`config.mk`:
```
export PLATFORM = sky130hd
export DESIGN_NAME = control_unit_seq_flat
export DESIGN_NICKNAME = d
export VERILOG_FILES = /design/src/rtl/control_unit_seq_if.sv /design/src/rtl/control_unit_seq.sv /design/src/flat_wrapper.sv
export SDC_FILE = /design/constraint.sdc
export NUM_CORES = 1
export LEC_CHECK = 0
export BUFFER_PORTS_ARGS = -buffer_cell sky130_fd_sc_hd__buf_2
export CELL_PAD_IN_SITES_DETAIL_PLACEMENT = 1
export CELL_PAD_IN_SITES_GLOBAL_PLACEMENT = 2
export CORE_ASPECT_RATIO = 1.5
export CORE_MARGIN = 2
export CORE_UTILIZATION = 32
export CTS_CLUSTER_SIZE = 30
export DETAILED_ROUTE_END_ITERATION = 7
export GPL_ROUTABILITY_DRIVEN = 0
export PLACE_DENSITY_LB_ADDON = 0.05
export SYNTH_ARGS = -nofsm -noshare
export SYNTH_HDL_FRONTEND = slang
export SYNTH_SLANG_ARGS = --single-unit
```
`constraint.sdc`:
```
create_clock -name clk -period 3.3 [get_ports clk]
set_input_delay 0.33 -clock clk [delete_from_list [all_inputs] [get_ports clk]]
set_output_delay 0.33 -clock clk [all_outputs]
set_load 0.02 [all_outputs]
```
`src/rtl/control_unit_seq_if.sv`:
```
// Bundle of instruction, control-strobe and memory-beat signals for control_unit_seq.
// The master side is upstream decode plus memory; the slave side is the control unit.
interface control_unit_seq_if #(
  parameter int LANES      = 16,
  parameter int BEAT_LANES = 4,
  parameter int ADDR_W     = 32
);
  localparam int NUM_BEATS = LANES / BEAT_LANES;
  localparam int BEAT_W    = (NUM_BEATS > 1) ? $clog2(NUM_BEATS) : 1;

  logic              instr_valid;
  logic [5:0]        Opcode;
  logic [2:0]        Func;
  logic [4:0]        Rd;
  logic [ADDR_W-1:0] base_addr;
  logic              mem_ready;

  logic              PCSrc;
  logic              RegWrite;
  logic              RegWriteV;
  logic              MemtoReg;
  logic              MemWrite;
  logic              ALUSel;
  logic              Branch;
  logic              ALUSrc;
  logic              MemSrc;
  logic [2:0]        ALUControl;
  logic [1:0]        FlagWrite;
  logic [1:0]        ImmSrc;
  logic [1:0]        RegSrc;
  logic [1:0]        MemData;
  logic              Stuck;
  logic              mem_req;
  logic [ADDR_W-1:0] mem_addr;
  logic [BEAT_W-1:0] beat_idx;
  logic [LANES-1:0]  lane_mask;
  logic              instr_done;
  logic              illegal;

  modport master (
    output instr_valid, Opcode, Func, Rd, base_addr, mem_ready,
    input  PCSrc, RegWrite, RegWriteV, MemtoReg, MemWrite, ALUSel, Branch, ALUSrc, MemSrc,
    input  ALUControl, FlagWrite, ImmSrc, RegSrc, MemData,
    input  Stuck, mem_req, mem_addr, beat_idx, lane_mask, instr_done, illegal
  );

  modport slave (
    input  instr_valid, Opcode, Func, Rd, base_addr, mem_ready,
    output PCSrc, RegWrite, RegWriteV, MemtoReg, MemWrite, ALUSel, Branch, ALUSrc, MemSrc,
    output ALUControl, FlagWrite, ImmSrc, RegSrc, MemData,
    output Stuck, mem_req, mem_addr, beat_idx, lane_mask, instr_done, illegal
  );
endinterface

```
`src/rtl/control_unit_seq.sv`:
```
// Sequencing control unit for the SIMD AES core: registered decode plus a beat engine
// that splits vector loads/stores into NUM_BEATS memory beats and stalls upstream meanwhile.
module control_unit_seq #(
  parameter int LANES      = 16,
  parameter int BEAT_LANES = 4,
  parameter int ADDR_W     = 32
) (
  input logic               clk,
  input logic               rst_n,
  control_unit_seq_if.slave cu_if
);

  localparam int NUM_BEATS = LANES / BEAT_LANES;
  localparam int BEAT_W    = (NUM_BEATS > 1) ? $clog2(NUM_BEATS) : 1;
  localparam logic [BEAT_W-1:0] LAST_BEAT = BEAT_W'(NUM_BEATS - 1);

  localparam logic [5:0] OP_ALU    = 6'b000000;
  localparam logic [5:0] OP_VALU   = 6'b100000;
  localparam logic [5:0] OP_BRANCH = 6'b001100;
  localparam logic [5:0] OP_LDR    = 6'b011001;
  localparam logic [5:0] OP_STR    = 6'b011000;
  localparam logic [5:0] OP_VLDR   = 6'b111001;
  localparam logic [5:0] OP_VSTR   = 6'b111000;

  typedef enum logic [1:0] {S_IDLE, S_EXEC, S_MEM, S_WB} state_t;

  typedef struct packed {
    logic       pcsrc;
    logic       regwrite;
    logic       regwritev;
    logic       memtoreg;
    logic       memwrite;
    logic       alusel;
    logic       branch;
    logic       alusrc;
    logic       memsrc;
    logic [2:0] alucontrol;
    logic [1:0] flagwrite;
    logic [1:0] immsrc;
    logic [1:0] regsrc;
    logic [1:0] memdata;
    logic       stuck;
    logic       instr_done;
    logic       illegal;
  } ctrl_t;

  // Single-cycle decode for everything except vector memory ops.
  function automatic ctrl_t decode_exec(input logic [5:0] op, input logic [2:0] func);
    ctrl_t c;
    c = '0;
    c.instr_done = 1'b1;
    case (op)
      OP_ALU: begin
        c.regwrite   = 1'b1;
        c.alucontrol = func;
      end
      OP_VALU: begin
        c.regwritev  = 1'b1;
        c.alusel     = 1'b1;
        c.alucontrol = func;
      end
      OP_BRANCH: begin
        c.branch     = 1'b1;
        c.pcsrc      = 1'b1;
        c.alucontrol = 3'b001;
        c.flagwrite  = 2'b01;
      end
      OP_LDR: begin
        c.regwrite = 1'b1;
        c.memtoreg = 1'b1;
        c.alusrc   = 1'b1;
      end
      OP_STR: begin
        c.memwrite = 1'b1;
        c.alusrc   = 1'b1;
      end
      default: begin
        c.instr_done = 1'b0;
        c.illegal    = 1'b1;
      end
    endcase
    return c;
  endfunction

  // Register-write strobes stay low while beats are moving; the load writes back in WB.
  function automatic ctrl_t mem_ctrl(input logic store);
    ctrl_t c;
    c = '0;
    c.stuck    = 1'b1;
    c.alusrc   = 1'b1;
    c.memdata  = 2'b01;
    c.memwrite = store;
    c.memsrc   = store;
    return c;
  endfunction

  function automatic ctrl_t wb_ctrl(input logic store);
    ctrl_t c;
    c = '0;
    c.instr_done = 1'b1;
    c.regwritev  = !store;
    c.memtoreg   = !store;
    return c;
  endfunction

  function automatic logic [ADDR_W-1:0] beat_addr(input logic [ADDR_W-1:0] base,
                                                  input logic [BEAT_W-1:0] beat);
    return base + ADDR_W'(beat) * ADDR_W'(BEAT_LANES);
  endfunction

  function automatic logic [LANES-1:0] beat_mask(input logic [BEAT_W-1:0] beat);
    logic [LANES-1:0] m;
    for (int i = 0; i < LANES; i++) begin
      m[i] = ((i / BEAT_LANES) == int'(beat));
    end
    return m;
  endfunction

  function automatic logic is_vmem(input logic [5:0] op);
    return (op == OP_VLDR) || (op == OP_VSTR);
  endfunction

  state_t            state_q, state_d;
  logic [BEAT_W-1:0] beat_q, beat_d;
  ctrl_t             ctrl_q, ctrl_d;
  logic              req_q, req_d;
  logic [ADDR_W-1:0] addr_q, addr_d;
  logic [LANES-1:0]  mask_q, mask_d;
  logic              store_q, store_d;
  logic [ADDR_W-1:0] base_q;
  logic              accept;

  assign accept = cu_if.instr_valid && (state_q != S_MEM);

  always_comb begin
    state_d = state_q;
    beat_d  = beat_q;
    ctrl_d  = '0;
    req_d   = 1'b0;
    addr_d  = '0;
    mask_d  = '0;
    store_d = store_q;
    case (state_q)
      S_MEM: begin
        ctrl_d = mem_ctrl(store_q);
        req_d  = 1'b1;
        addr_d = addr_q;
        mask_d = mask_q;
        if (cu_if.mem_ready) begin
          if (beat_q == LAST_BEAT) begin
            beat_d  = '0;
            state_d = S_WB;
            ctrl_d  = wb_ctrl(store_q);
            req_d   = 1'b0;
            addr_d  = '0;
            mask_d  = '0;
          end else begin
            beat_d = beat_q + BEAT_W'(1);
            addr_d = beat_addr(base_q, beat_q + BEAT_W'(1));
            mask_d = beat_mask(beat_q + BEAT_W'(1));
          end
        end
      end
      default: begin
        if (accept) begin
          store_d = (cu_if.Opcode == OP_VSTR);
          if (is_vmem(cu_if.Opcode)) begin
            state_d = S_MEM;
            beat_d  = '0;
            ctrl_d  = mem_ctrl(cu_if.Opcode == OP_VSTR);
            req_d   = 1'b1;
            addr_d  = cu_if.base_addr;
            mask_d  = beat_mask('0);
          end else begin
            state_d = S_EXEC;
            ctrl_d  = decode_exec(cu_if.Opcode, cu_if.Func);
          end
        end else begin
          state_d = S_IDLE;
        end
      end
    endcase
  end

  // Stage boundary: all control outputs are registered; async reset aborts any transfer.
  always_ff @(posedge clk or negedge rst_n) begin
    if (!rst_n) begin
      state_q <= S_IDLE;
      beat_q  <= '0;
      ctrl_q  <= '0;
      req_q   <= 1'b0;
      addr_q  <= '0;
      mask_q  <= '0;
      store_q <= 1'b0;
    end else begin
      state_q <= state_d;
      beat_q  <= beat_d;
      ctrl_q  <= ctrl_d;
      req_q   <= req_d;
      addr_q  <= addr_d;
      mask_q  <= mask_d;
      store_q <= store_d;
    end
  end

  always_ff @(posedge clk) begin
    if (accept) begin
      base_q <= cu_if.base_addr;
    end
  end

  assign cu_if.PCSrc      = ctrl_q.pcsrc;
  assign cu_if.RegWrite   = ctrl_q.regwrite;
  assign cu_if.RegWriteV  = ctrl_q.regwritev;
  assign cu_if.MemtoReg   = ctrl_q.memtoreg;
  assign cu_if.MemWrite   = ctrl_q.memwrite;
  assign cu_if.ALUSel     = ctrl_q.alusel;
  assign cu_if.Branch     = ctrl_q.branch;
  assign cu_if.ALUSrc     = ctrl_q.alusrc;
  assign cu_if.MemSrc     = ctrl_q.memsrc;
  assign cu_if.ALUControl = ctrl_q.alucontrol;
  assign cu_if.FlagWrite  = ctrl_q.flagwrite;
  assign cu_if.ImmSrc     = ctrl_q.immsrc;
  assign cu_if.RegSrc     = ctrl_q.regsrc;
  assign cu_if.MemData    = ctrl_q.memdata;
  assign cu_if.Stuck      = ctrl_q.stuck;
  assign cu_if.instr_done = ctrl_q.instr_done;
  assign cu_if.illegal    = ctrl_q.illegal;
  assign cu_if.mem_req    = req_q;
  assign cu_if.mem_addr   = addr_q;
  assign cu_if.beat_idx   = beat_q;
  assign cu_if.lane_mask  = mask_q;

endmodule

```
`src/flat_wrapper.sv`:
```
// flat-port wrapper written by rule: the top's interface ports become plain ports
module control_unit_seq_flat 
#(
  parameter int LANES      = 16,
  parameter int BEAT_LANES = 4,
  parameter int ADDR_W     = 32
)
  (clk, rst_n, cu_if_instr_valid, cu_if_Opcode, cu_if_Func, cu_if_Rd, cu_if_base_addr, cu_if_mem_ready, cu_if_PCSrc, cu_if_RegWrite, cu_if_RegWriteV, cu_if_MemtoReg, cu_if_MemWrite, cu_if_ALUSel, cu_if_Branch, cu_if_ALUSrc, cu_if_MemSrc, cu_if_ALUControl, cu_if_FlagWrite, cu_if_ImmSrc, cu_if_RegSrc, cu_if_MemData, cu_if_Stuck, cu_if_mem_req, cu_if_mem_addr, cu_if_beat_idx, cu_if_lane_mask, cu_if_instr_done, cu_if_illegal);
  control_unit_seq_if #(.LANES(LANES), .BEAT_LANES(BEAT_LANES), .ADDR_W(ADDR_W)) cu_if_i ();
  input logic clk;
  input logic rst_n;
  input wire logic [$bits(cu_if_i.instr_valid)-1:0] cu_if_instr_valid;
  input wire logic [$bits(cu_if_i.Opcode)-1:0] cu_if_Opcode;
  input wire logic [$bits(cu_if_i.Func)-1:0] cu_if_Func;
  input wire logic [$bits(cu_if_i.Rd)-1:0] cu_if_Rd;
  input wire logic [$bits(cu_if_i.base_addr)-1:0] cu_if_base_addr;
  input wire logic [$bits(cu_if_i.mem_ready)-1:0] cu_if_mem_ready;
  output wire logic [$bits(cu_if_i.PCSrc)-1:0] cu_if_PCSrc;
  output wire logic [$bits(cu_if_i.RegWrite)-1:0] cu_if_RegWrite;
  output wire logic [$bits(cu_if_i.RegWriteV)-1:0] cu_if_RegWriteV;
  output wire logic [$bits(cu_if_i.MemtoReg)-1:0] cu_if_MemtoReg;
  output wire logic [$bits(cu_if_i.MemWrite)-1:0] cu_if_MemWrite;
  output wire logic [$bits(cu_if_i.ALUSel)-1:0] cu_if_ALUSel;
  output wire logic [$bits(cu_if_i.Branch)-1:0] cu_if_Branch;
  output wire logic [$bits(cu_if_i.ALUSrc)-1:0] cu_if_ALUSrc;
  output wire logic [$bits(cu_if_i.MemSrc)-1:0] cu_if_MemSrc;
  output wire logic [$bits(cu_if_i.ALUControl)-1:0] cu_if_ALUControl;
  output wire logic [$bits(cu_if_i.FlagWrite)-1:0] cu_if_FlagWrite;
  output wire logic [$bits(cu_if_i.ImmSrc)-1:0] cu_if_ImmSrc;
  output wire logic [$bits(cu_if_i.RegSrc)-1:0] cu_if_RegSrc;
  output wire logic [$bits(cu_if_i.MemData)-1:0] cu_if_MemData;
  output wire logic [$bits(cu_if_i.Stuck)-1:0] cu_if_Stuck;
  output wire logic [$bits(cu_if_i.mem_req)-1:0] cu_if_mem_req;
  output wire logic [$bits(cu_if_i.mem_addr)-1:0] cu_if_mem_addr;
  output wire logic [$bits(cu_if_i.beat_idx)-1:0] cu_if_beat_idx;
  output wire logic [$bits(cu_if_i.lane_mask)-1:0] cu_if_lane_mask;
  output wire logic [$bits(cu_if_i.instr_done)-1:0] cu_if_instr_done;
  output wire logic [$bits(cu_if_i.illegal)-1:0] cu_if_illegal;
  assign cu_if_i.instr_valid = cu_if_instr_valid;
  assign cu_if_i.Opcode = cu_if_Opcode;
  assign cu_if_i.Func = cu_if_Func;
  assign cu_if_i.Rd = cu_if_Rd;
  assign cu_if_i.base_addr = cu_if_base_addr;
  assign cu_if_i.mem_ready = cu_if_mem_ready;
  assign cu_if_PCSrc = cu_if_i.PCSrc;
  assign cu_if_RegWrite = cu_if_i.RegWrite;
  assign cu_if_RegWriteV = cu_if_i.RegWriteV;
  assign cu_if_MemtoReg = cu_if_i.MemtoReg;
  assign cu_if_MemWrite = cu_if_i.MemWrite;
  assign cu_if_ALUSel = cu_if_i.ALUSel;
  assign cu_if_Branch = cu_if_i.Branch;
  assign cu_if_ALUSrc = cu_if_i.ALUSrc;
  assign cu_if_MemSrc = cu_if_i.MemSrc;
  assign cu_if_ALUControl = cu_if_i.ALUControl;
  assign cu_if_FlagWrite = cu_if_i.FlagWrite;
  assign cu_if_ImmSrc = cu_if_i.ImmSrc;
  assign cu_if_RegSrc = cu_if_i.RegSrc;
  assign cu_if_MemData = cu_if_i.MemData;
  assign cu_if_Stuck = cu_if_i.Stuck;
  assign cu_if_mem_req = cu_if_i.mem_req;
  assign cu_if_mem_addr = cu_if_i.mem_addr;
  assign cu_if_beat_idx = cu_if_i.beat_idx;
  assign cu_if_lane_mask = cu_if_i.lane_mask;
  assign cu_if_instr_done = cu_if_i.instr_done;
  assign cu_if_illegal = cu_if_i.illegal;
  control_unit_seq #(.LANES(LANES), .BEAT_LANES(BEAT_LANES), .ADDR_W(ADDR_W)) u_core (.clk(clk), .rst_n(rst_n), .cu_if(cu_if_i));
endmodule
```
==> reports/results.tsv, run 1 <==
metric	value	unit
status	finished clean	
Clock Pin Slew Worst Setup and Hold Paths	0.06	ns
cell row count	50	
Layout Skew	0.005392	ns
slowest CP cell	or4_1	
chip width	95.79	um
io pins	124	
core box area	0.01239	sq mm
clock power share	39.7	%
sequential element share of the synthesized area	57.80	%
area leader, netlist	dfrtp_1	
CTS resizes	0	
critical path arrival	2.91	ns
ANT cells	0	
Seq pwr share	47.0	%
Num Clock Sinks	87	
Total GRT Usage	17.13	%
Sw Ratio	26.09	%
hold_buf cts	0	
first-pass GRT wire length	17.52	mm
Gate power share	13.3	%
Die ar.	0.01357	sq mm
Setup violations, final	0	
Max Root-Sink Buffers	2	
Pwr Total	2.588	mW
unrepaired setup endpoints after global routing	false	
fill count	1417	
Post-Synth Adder-Cell Area	2.351	%
Critical path buffers and inverters	2	
share of the synthesized area in the top cell type	34.03	%
CP max stage delay	0.50	ns
crit-path max FO	6	
root buffer cell	clkbuf_16	
Worst Tran Pin Value	0.7831	ns
global route overflow	0	
Mapped Cells	355	
vias in the first global route	3263	
Worst Hold Class	input pin to asynchronous set/reset pin	
Syn-to-layout area delta	22.65	%
CTS tree	done	
Tcrit/Tclk final	79.93	%
initial antenna violation count	0	
DRT Wirelength	10.92	mm
critical-path cell list	inv_1 > ha_1 > inv_1 > fa_1 > nand4b_1 > nor3_4 > nand3_1 > or4_1 > nand3_1	
Ys Warns	0	
initial core utilization	32.65	%
Mapped Area	0.004044	sq mm
DP Area	0.004667	sq mm
H-tree depth	3	
initial drt markers	88	
Synth Area in Compound Gates	12.31	%
Final Critical Period	2.638	ns
Internal	1.913	mW
simple-gate share of the synthesized area	14.26	%
flops & latches, synth	87	
DP Wirelength	7.755	mm
Detail Route Antenna Nets	0	
number of iterations in the first detailed-routing pass	4	
Top delay family on crit path	simple AND/OR/NAND/NOR gates	
DR WL/cell	17.67	um
Worst EP required	3.57	ns
share of cells above drive strength 1	30.74	%
Hold Vio Cnt, Final	0	
port bufs	112	
XOR/XNOR Fraction of Synth Area	5.415	%
DR vias	3063	
P_sw	0.6752	mW
Crit Path Class	flip-flop to flip-flop	
Max Clk Rate	379.1	MHz
Yosys cell types	50	
Setup TNS Final	0	ns
Syn Area/Cell	11.39	sq um
largest net degree at the start of global routing	44	
design area	0.004960	sq mm
Skew-Pair Late Insertion Delay	0.34	ns
largest family of logic cells by synthesized area	simple AND/OR/NAND/NOR gates	
die span in y	141.7	um
mux contribution to synthesized area	0.9901	%
Nets	514	
worst relative slew slack	47.79	%
Via density	4.956	
setup bufs post-CTS	0	
CTS buffer count	9	
final-report max-slew violation count	0	
drt drc	0	
pwr dens	521.9	mW/mm^2
Startpoint Class	flip-flop	
maximum VDD drop	0.2650	mV
cells taking the most area after synthesis	dfrtp_1 34%, edfxtp_1 24%, a22oi_1 4.6%, buf_4 4.1%, nand2_1 4.0%	
Worst Setup End Kind	flip-flop	
Min Hold Slack	0.06792	ns
Max-Cap Viols	0	
Pleak	2.328	nW
layer usage:
layer	GRT usage, %	up-vias	share of wire, %
met2	30.62	70	54
met4	5.263	0	1.1
met3	3.824	9	4.1
li1	-	1454	-
met5	0	-	0
met1	20.05	1530	40
per-stage QoR:
step,instances,utilization (%),worst slack (ns)
2_1_floorplan,360,-,0.6015
3_3_place_gp,602,37.68,0.6938
3_5_place_dp,602,37.68,0.6548
4_1_cts,618,40.04,0.6377
5_1_grt,618,40.04,0.4402
6_report,618,40.04,0.6623
state kept, by name, indices dropped and copies added (netlist names), 2 cells and up:
signal                   count
u_core.cu_if.beat_idx        2
u_core.cu_if.mem_addr       32
u_core.cu_if.ALUControl      3
u_core.state_q               2
u_core.cu_if.lane_mask       4
u_core.base_q               32
cell usage in the layout (no fill, tap or decap), drive strengths merged, types with 2 or more instances in the layout:
| master | n |
|---|---|
| buf | 119 |
| dfrtp | 55 |
| nand2 | 44 |
| edfxtp | 32 |
| o21ai | 30 |
| a22oi | 25 |
| xor2 | 17 |
| nand3 | 16 |
| inv | 13 |
| nor2 | 13 |
| clkbuf | 13 |
| a21oi | 8 |
| xnor2 | 8 |
| nor3 | 8 |
| ha | 6 |
| conb | 6 |
| nand4 | 6 |
| and2 | 4 |
| mux2i | 4 |
| a221oi | 3 |
| nand2b | 2 |
| a32o | 2 |
| or4 | 2 |
| and3 | 2 |
| o22ai | 2 |
| nor4 | 2 |
cell type report:
cell class	count	area [sq um]	share of cell area, %
flip-flops and latches	87	2337	47.12
multi-input cells	227	1460	29.44
repair buffers	119	625.6	12.61
clock buffers	13	250.2	5.045
well taps	156	195.2	3.935
inverters	13	48.80	0.9839
clock inverters	3	42.54	0.8577
cell families after synthesis:
family / Yosys count
adders and majority gates: 7
muxes: 4
and+or+nand+nor: 107
AOI/OAI and AO/OA: 78
DFF: 87
xor gates and xnor gates: 25
buffers and inverters: 46
other: 1
worst register-to-register path: cells and delay by family (launching register included):
family	cells	cell delay, ns
simple gates	5	1.20
fa+ha+maj	2	0.76
flops	1	0.43
buf+inv	2	0.18
cell usage after synthesis (all sizes together):
cell    number
and3         2
a32oi        1
a21o         1
a22oi       25
and4bb       1
and4         1
a21oi        8
o22ai        2
nor4b        1
a31oi        1
o31ai        1
buf         27
or3          1
o21bai       1
or4          2
xor2        17
a221oi       3
ha           6
nand2b       2
nand4        6
inv         13
nand4b       1
o32ai        1
mux2i        4
nand2       44
o211ai       1
and4b        1
fa           1
edfxtp      32
and2         4
o21ai       30
nor2        13
a211oi       1
clkbuf       6
nor2b        1
nor3         8
conb         1
nor3b        1
nor4         2
nand3       16
xnor2        8
a32o         2
dfrtp       55
path summary, 6_finish.rpt:
check                                          from  slack [ns]                    endpoint  cells after the start
max in group asynchronous                     rst_n        2.61         u_core.cu_if.ALUSel                      2
max reg2reg                u_core.cu_if.beat_idx[0]        0.66   u_core.cu_if.mem_addr[22]                      9
min                                           rst_n        0.07  u_core.cu_if.ALUControl[0]                      1
max                        u_core.cu_if.beat_idx[0]        0.66   u_core.cu_if.mem_addr[22]                      9
min reg2reg                u_core.cu_if.mem_addr[2]        0.47    u_core.cu_if.mem_addr[2]                      2
min in group clk                cu_if_base_addr[18]        0.18           u_core.base_q[18]                      1
power by group through the flow:
stage	clock, mW	sequential (mW)	combinational (mW)
2_1_floorplan	0	1.26	0.200
3_3_place_gp	0	1.24	0.347
3_5_place_dp	0	1.24	0.352
4_1_cts	1.06	1.22	0.353
5_1_grt	1.10	1.23	0.395
6_report	1.03	1.22	0.343
Power figures use the tool's default switching activity.
==> run 2: changes to the inputs <==
clock period = 2.67 ns   (was 3.3 ns; I/O delays follow)
==> reports/results.tsv, run 2 (synthesis gave the netlist of run 1 again) <==
metric	value	unit	change
final setup margin	0.1893	ns	-0.4730 ns
Skew-Pair Late Insertion Delay	0.34	ns	about the same
root buffer cell	clkbuf_16		
Total GRT Usage	17.19	%	+0.060 points
initial antenna violation count	0		unchanged
Setup TNS Final	0	ns	unchanged
critical-path cell list	inv_1 > ha_1 > inv_1 > fa_2 > nand4b_1 > nor3_4 > nand3_1 > or4_1 > nand3_1		
first-pass GRT wire length	17.55	mm	+0.15%
drt drc	0		unchanged
number of iterations in the first detailed-routing pass	4		unchanged
Max Root-Sink Buffers	2		unchanged
Nets	520		+1.2%
Tcrit/Tclk final	92.91	%	+13 points
hold_buf cts	0		unchanged
core box area	0.01239	sq mm	unchanged
initial core utilization	32.65	%	unchanged
CP max stage delay	0.49	ns	about the same
Worst Hold Class	input pin to asynchronous set/reset pin		
critical path arrival	2.76	ns	-0.15 ns
share of cells above drive strength 1	32.05	%	+1.3 points
most frequent cells in the layout	112 x buf_2, 54 x dfrtp_1, 43 x nand2_1, 32 x edfxtp_1, 30 x o21ai_0		
commonest non-fill, non-tap cell in the layout	buf_2		
Detail Route Antenna Nets	0		unchanged
DR vias	3093		+0.98%
Worst Setup End Kind	flip-flop		
vias in the first global route	3261		-0.061%
Via density	4.957		about the same
Layout Skew	0.007313	ns	+0.001920 ns
Hold Vio Cnt, Final	0		unchanged
Num Clock Sinks	87		unchanged
unrepaired setup endpoints after global routing	false		
Final Critical Period	2.481	ns	-0.1570 ns
Die ar.	0.01357	sq mm	unchanged
largest net degree at the start of global routing	44		unchanged
Worst Tran Pin Value	0.7992	ns	+0.01614 ns
ANT cells	0		unchanged
Pleak	2.366	nW	+1.6%
port bufs	112		unchanged
crit-path max FO	4		-2
io pins	124		unchanged
fill count	1428		+0.78%
Startpoint Class	flip-flop		
worst relative slew slack	46.72	%	-1.1 points
Worst EP required	2.94	ns	-0.63 ns
DP Wirelength	7.577	mm	-2.3%
H-tree depth	3		unchanged
chip width	95.79	um	unchanged
Clock Pin Slew Worst Setup and Hold Paths	0.06	ns	about the same
Max-Cap Viols	0		unchanged
Place WS	0.1544	ns	-0.5004 ns
Crit Path Class	flip-flop to flip-flop		
CTS resizes	0		unchanged
initial drt markers	72		-18%
final-report max-slew violation count	0		unchanged
maximum VDD drop	0.3118	mV	+18%
Syn-to-layout area delta	24.20	%	
setup bufs post-CTS	0		unchanged
slowest CP cell	or4_1		
pwr dens	655.3	mW/mm^2	+26%
Setup violations, final	0		unchanged
global route overflow	0		unchanged
die span in y	141.7	um	unchanged
CTS tree	done		
DRT Wirelength	10.86	mm	-0.60%
cell row count	50		unchanged
Max Clk Rate	403.1	MHz	+6.3%
status	finished clean		
CTS buffer count	9		unchanged
DR WL/cell	17.40	um	-1.6%
run 2: changes by cell type in the layout (fill, tap and decap cells not counted), sizes merged:
cell      delta
buf          +6
bufinv       +1
clkbuf       -2
clkinv       +2
clkinvlp     -1
run 2: final timing paths:
path | start | to | slack [ns] | cells after the start
setup / recovery | u_core.cu_if.beat_idx[0] | u_core.cu_if.mem_addr[22] | 0.19 | 9
min in group clk | cu_if_base_addr[18] | u_core.base_q[18] | 0.11 | 1
max in group asynchronous | rst_n | u_core.cu_if.instr_done | 1.92 | 2
hold / removal | rst_n | u_core.cu_if.ALUControl[0] | 0.01 | 1
setup reg to reg | u_core.cu_if.beat_idx[0] | u_core.cu_if.mem_addr[22] | 0.19 | 9
hold reg to reg | u_core.cu_if.mem_addr[3] | u_core.cu_if.mem_addr[3] | 0.47 | 2
run 2: power by group:
part	switching [mW]	leakage (nW)	total [mW]	internal, mW
logic	0.283	1.15	0.470	0.188
clock network	0.512	0.151	1.33	0.814
registers	0.0435	1.07	1.49	1.45
run 2: metal layers:
layer | vias up | track usage, % | share of wire (%)
li1 | 1460 | - | -
met1 | 1539 | 20.57 | 41
met2 | 78 | 29.92 | 53
met3 | 16 | 4.036 | 4.2
met4 | 0 | 5.639 | 1.7
met5 | - | 0 | 0
run 2: layout make-up:
| type | count | area, sq um | share of cell area (%) |
|---|---|---|---|
| Clock buffer | 11 | 232.7 | 4.634 |
| Inverter | 13 | 48.80 | 0.9716 |
| Timing Repair Buffer | 125 | 670.6 | 13.35 |
| Sequential cell | 87 | 2338 | 46.56 |
| Multi-Input combinational cell | 227 | 1463 | 29.12 |
| Clock inverter | 5 | 73.82 | 1.470 |
| Tap cell | 156 | 195.2 | 3.886 |
run 2: critical path: cells and delay by family (launching register included):
kind / cells / cell delay, ns
buffers and inverters: 2 / 0.14
DFF: 1 / 0.36
and+or+nand+nor: 5 / 1.21
adders and majority gates: 2 / 0.70
run 2: stage by stage:
step                hold WS (ns)  std cells  power (mW)  utilization, %  instance area, sq um
finish                   0.01227        624       3.291           40.55                  5022
global route             0.08737        624       3.467           40.55                  5022
CTS                      0.04477        624       3.342           40.53                  5020
detailed placement        0.4120        608       1.999           38.05                  4713
global placement          0.3980        608       1.983           38.05                  4713
floorplan               -0.02859        360       1.803               -                  4064
==> run 3: changes to the inputs <==
ABC_AREA = 1   (was not set)
BUFFER_PORTS_ARGS = -buffer_cell sky130_fd_sc_hd__clkbuf_2   (was -buffer_cell sky130_fd_sc_hd__buf_2)
CORE_UTILIZATION = 31   (was 32)
==> reports/results.tsv, run 3 <==
metric	value	unit	change
Worst EP required	2.95	ns	about the same
Skew-Pair Late Insertion Delay	0.35	ns	about the same
initial antenna violation count	0		unchanged
setup bufs post-CTS	0		unchanged
port bufs	112		unchanged
fill count	1816		+27%
initial core utilization	31.81	%	-0.84 points
io pins	124		unchanged
global route overflow	0		unchanged
FFs w/ async S/R, synth	63.22	%	unchanged
critical path arrival	2.71	ns	-0.05 ns
sequential element share of the synthesized area	48.53	%	-9.3 points
Final Util	37.87	%	-2.7 points
share of the synthesized area in the top cell type	28.58	%	-5.5 points
Max Root-Sink Buffers	2		unchanged
area leader, netlist	dfrtp_1		
DP Wirelength	10.42	mm	+38%
Yosys cell types	35		-30%
status	finished clean		
Final Critical Period	2.428	ns	-0.05318 ns
Worst Tran Pin Value	0.7185	ns	-0.08073 ns
crit-path max FO	7		+3
CTS tree	done		
Crit Path Class	flip-flop to flip-flop		
core box area	0.01514	sq mm	+22%
largest net degree at the start of global routing	38		-14%
Via density	4.638		-6.4%
Post-synth EDFFs	32		unchanged
Clock Pin Slew Worst Setup and Hold Paths	0.07	ns	about the same
Main synth FF type	dfrtp_1		
DRT Wirelength	14.05	mm	+29%
final-report max-slew violation count	0		unchanged
Pleak	2.815	nW	+19%
Mapped Cells	541		+52%
initial drt markers	103		+43%
Syn-to-layout area delta	19.04	%	
Tcrit/Tclk final	90.92	%	-2.0 points
chip width	105.8	um	+10%
share of cells above drive strength 1	32.61	%	+0.56 points
pwr dens	563.5	mW/mm^2	-14%
first-pass GRT wire length	22.46	mm	+28%
flops & latches, synth	87		unchanged
Startpoint Class	flip-flop		
DR WL/cell	16.67	um	-4.2%
Mapped Area	0.004816	sq mm	+19%
Syn Area/Cell	8.902	sq um	-22%
drt drc	0		unchanged
Max-Cap Viols	0		unchanged
maximum VDD drop	0.2353	mV	-25%
Total GRT Usage	17.89	%	+0.70 points
Num Clock Sinks	87		unchanged
Layout Skew	0.008958	ns	+0.001645 ns
Detail Route Antenna Nets	0		unchanged
Die ar.	0.01657	sq mm	+22%
CP max stage delay	0.40	ns	-0.09 ns
Nets	697		+34%
unrepaired setup endpoints after global routing	false		
cell row count	55		+10%
CTS buffer count	9		unchanged
DR vias	3910		+26%
Setup violations, final	0		unchanged
slowest CP cell	dfrtp_1		
worst relative slew slack	52.10	%	+5.4 points
Setup TNS Final	0	ns	unchanged
critical-path cell list	inv_1 > ha_1 > buf_4 > ha_1 > nand2_1 > nand2_1 > nand2_1 > nor2_2 > nand2_1 > nand2_1 > nand3_1 > a21oi_2		
die span in y	156.7	um	+11%
Min Hold Slack	0.1121	ns	+0.09981 ns
vias in the first global route	4217		+29%
Max Clk Rate	411.9	MHz	+2.2%
Ys Warns	0		unchanged
commonest non-fill, non-tap cell in the layout	nand2_1		
root buffer cell	clkbuf_16		
Worst Setup End Kind	flip-flop		
H-tree depth	3		unchanged
top cells by count, synth	118 x nand2_1, 75 x nor2_1, 55 x dfrtp_1, 55 x inv_1, 53 x a21oi_2		
Hold Vio Cnt, Final	0		unchanged
cells taking the most area after synthesis	dfrtp_1 29%, edfxtp_1 20%, a21oi_2 9.6%, nand2_1 9.2%, nor2_1 5.8%		
most frequent cell after synthesis	nand2_1		
CP most frequent cell	nand2_1		
ANT cells	0		unchanged
number of iterations in the first detailed-routing pass	4		unchanged
Worst Hold Class	input pin to flip-flop		
most frequent cells in the layout	118 x nand2_1, 112 x clkbuf_2, 75 x nor2_1, 55 x inv_1, 55 x dfrtp_1		
==> run 3: cell type report <==
type,count,area (sq um),share of cell area (%)
clock buffers,12,246.5,4.299
clock inverters,3,68.82,1.200
inverters,58,226.5,3.950
multi-input cells,366,1984,34.61
flip-flops and latches,87,2337,40.77
well taps,199,249.0,4.343
repair buffers,118,620.6,10.82
==> run 3: power breakdown <==
group | internal, mW | total [mW] | switching (mW) | leakage, nW
clock | 0.843 | 1.37 | 0.529 | 0.153
sequential | 1.45 | 1.49 | 0.0483 | 1.07
combinational | 0.121 | 0.364 | 0.244 | 1.59
==> run 3: routing by layer <==
metal | share of wire (%) | track usage, % | up-vias
li1 | - | - | 1920
met1 | 38 | 18.62 | 1900
met2 | 56 | 34.56 | 77
met3 | 4.5 | 4.623 | 13
met4 | 1.5 | 5.702 | 0
met5 | 0 | 0 | -
==> run 3: what timing repair did <==
action | CTS | global route
gates resized for setup | 0 | 1
endpoints found under the hold margin | 21 | 0
hold buffers | 1 | 0
setup endpoints to repair | 0 | 3
==> run 3: cell families (layout without fill, tap and decap cells) <==
group / count (synthesis) / count (layout) / synth area share, %
AND/OR/NAND/NOR: 268 / 268 / 25.18
other: 1 / 6 / 0.07787
flip-flops: 87 / 87 / 48.53
adder cells (fa/ha/maj): 7 / 7 / 1.975
buffers and inverters: 93 / 191 / 10.76
AO/OA/AOI/OAI: 85 / 85 / 13.48
==> run 3: worst paths after layout <==
kind / start / slack, ns / cells past startpoint / to
setup / recovery: u_core.cu_if.beat_idx[0] / 0.24 / 12 / u_core.cu_if.mem_addr[21]
hold / removal: cu_if_base_addr[5] / 0.11 / 1 / u_core.base_q[5]
setup reg to reg: u_core.cu_if.beat_idx[0] / 0.24 / 12 / u_core.cu_if.mem_addr[21]
hold reg to reg: u_core.cu_if.mem_addr[5] / 0.50 / 2 / u_core.cu_if.mem_addr[5]
max in group asynchronous: rst_n / 1.54 / 3 / u_core.cu_if.beat_idx[0]
min in group asynchronous: rst_n / 0.50 / 2 / u_core.cu_if.mem_addr[28]
==> run 3: through the flow <==
stage | power, mW | setup slack, ns | area [sq um] | cells
floorplan | 1.721 | 0.4092 | 4835 | 546
detailed placement | 1.891 | 0.1301 | 5403 | 827
global placement | 1.880 | 0.1606 | 5403 | 827
finish | 3.230 | 0.2425 | 5733 | 843
CTS | 3.292 | 0.1110 | 5728 | 843
global route | 3.379 | 0.02202 | 5733 | 843
==> run 3: critical path, delay by kind of cell (launching register included) <==
kind,cells,cell delay (ns)
compound gates,1,0.17
fa+ha+maj,2,0.59
buf+inv,2,0.27
flops,1,0.40
simple gates,7,0.94
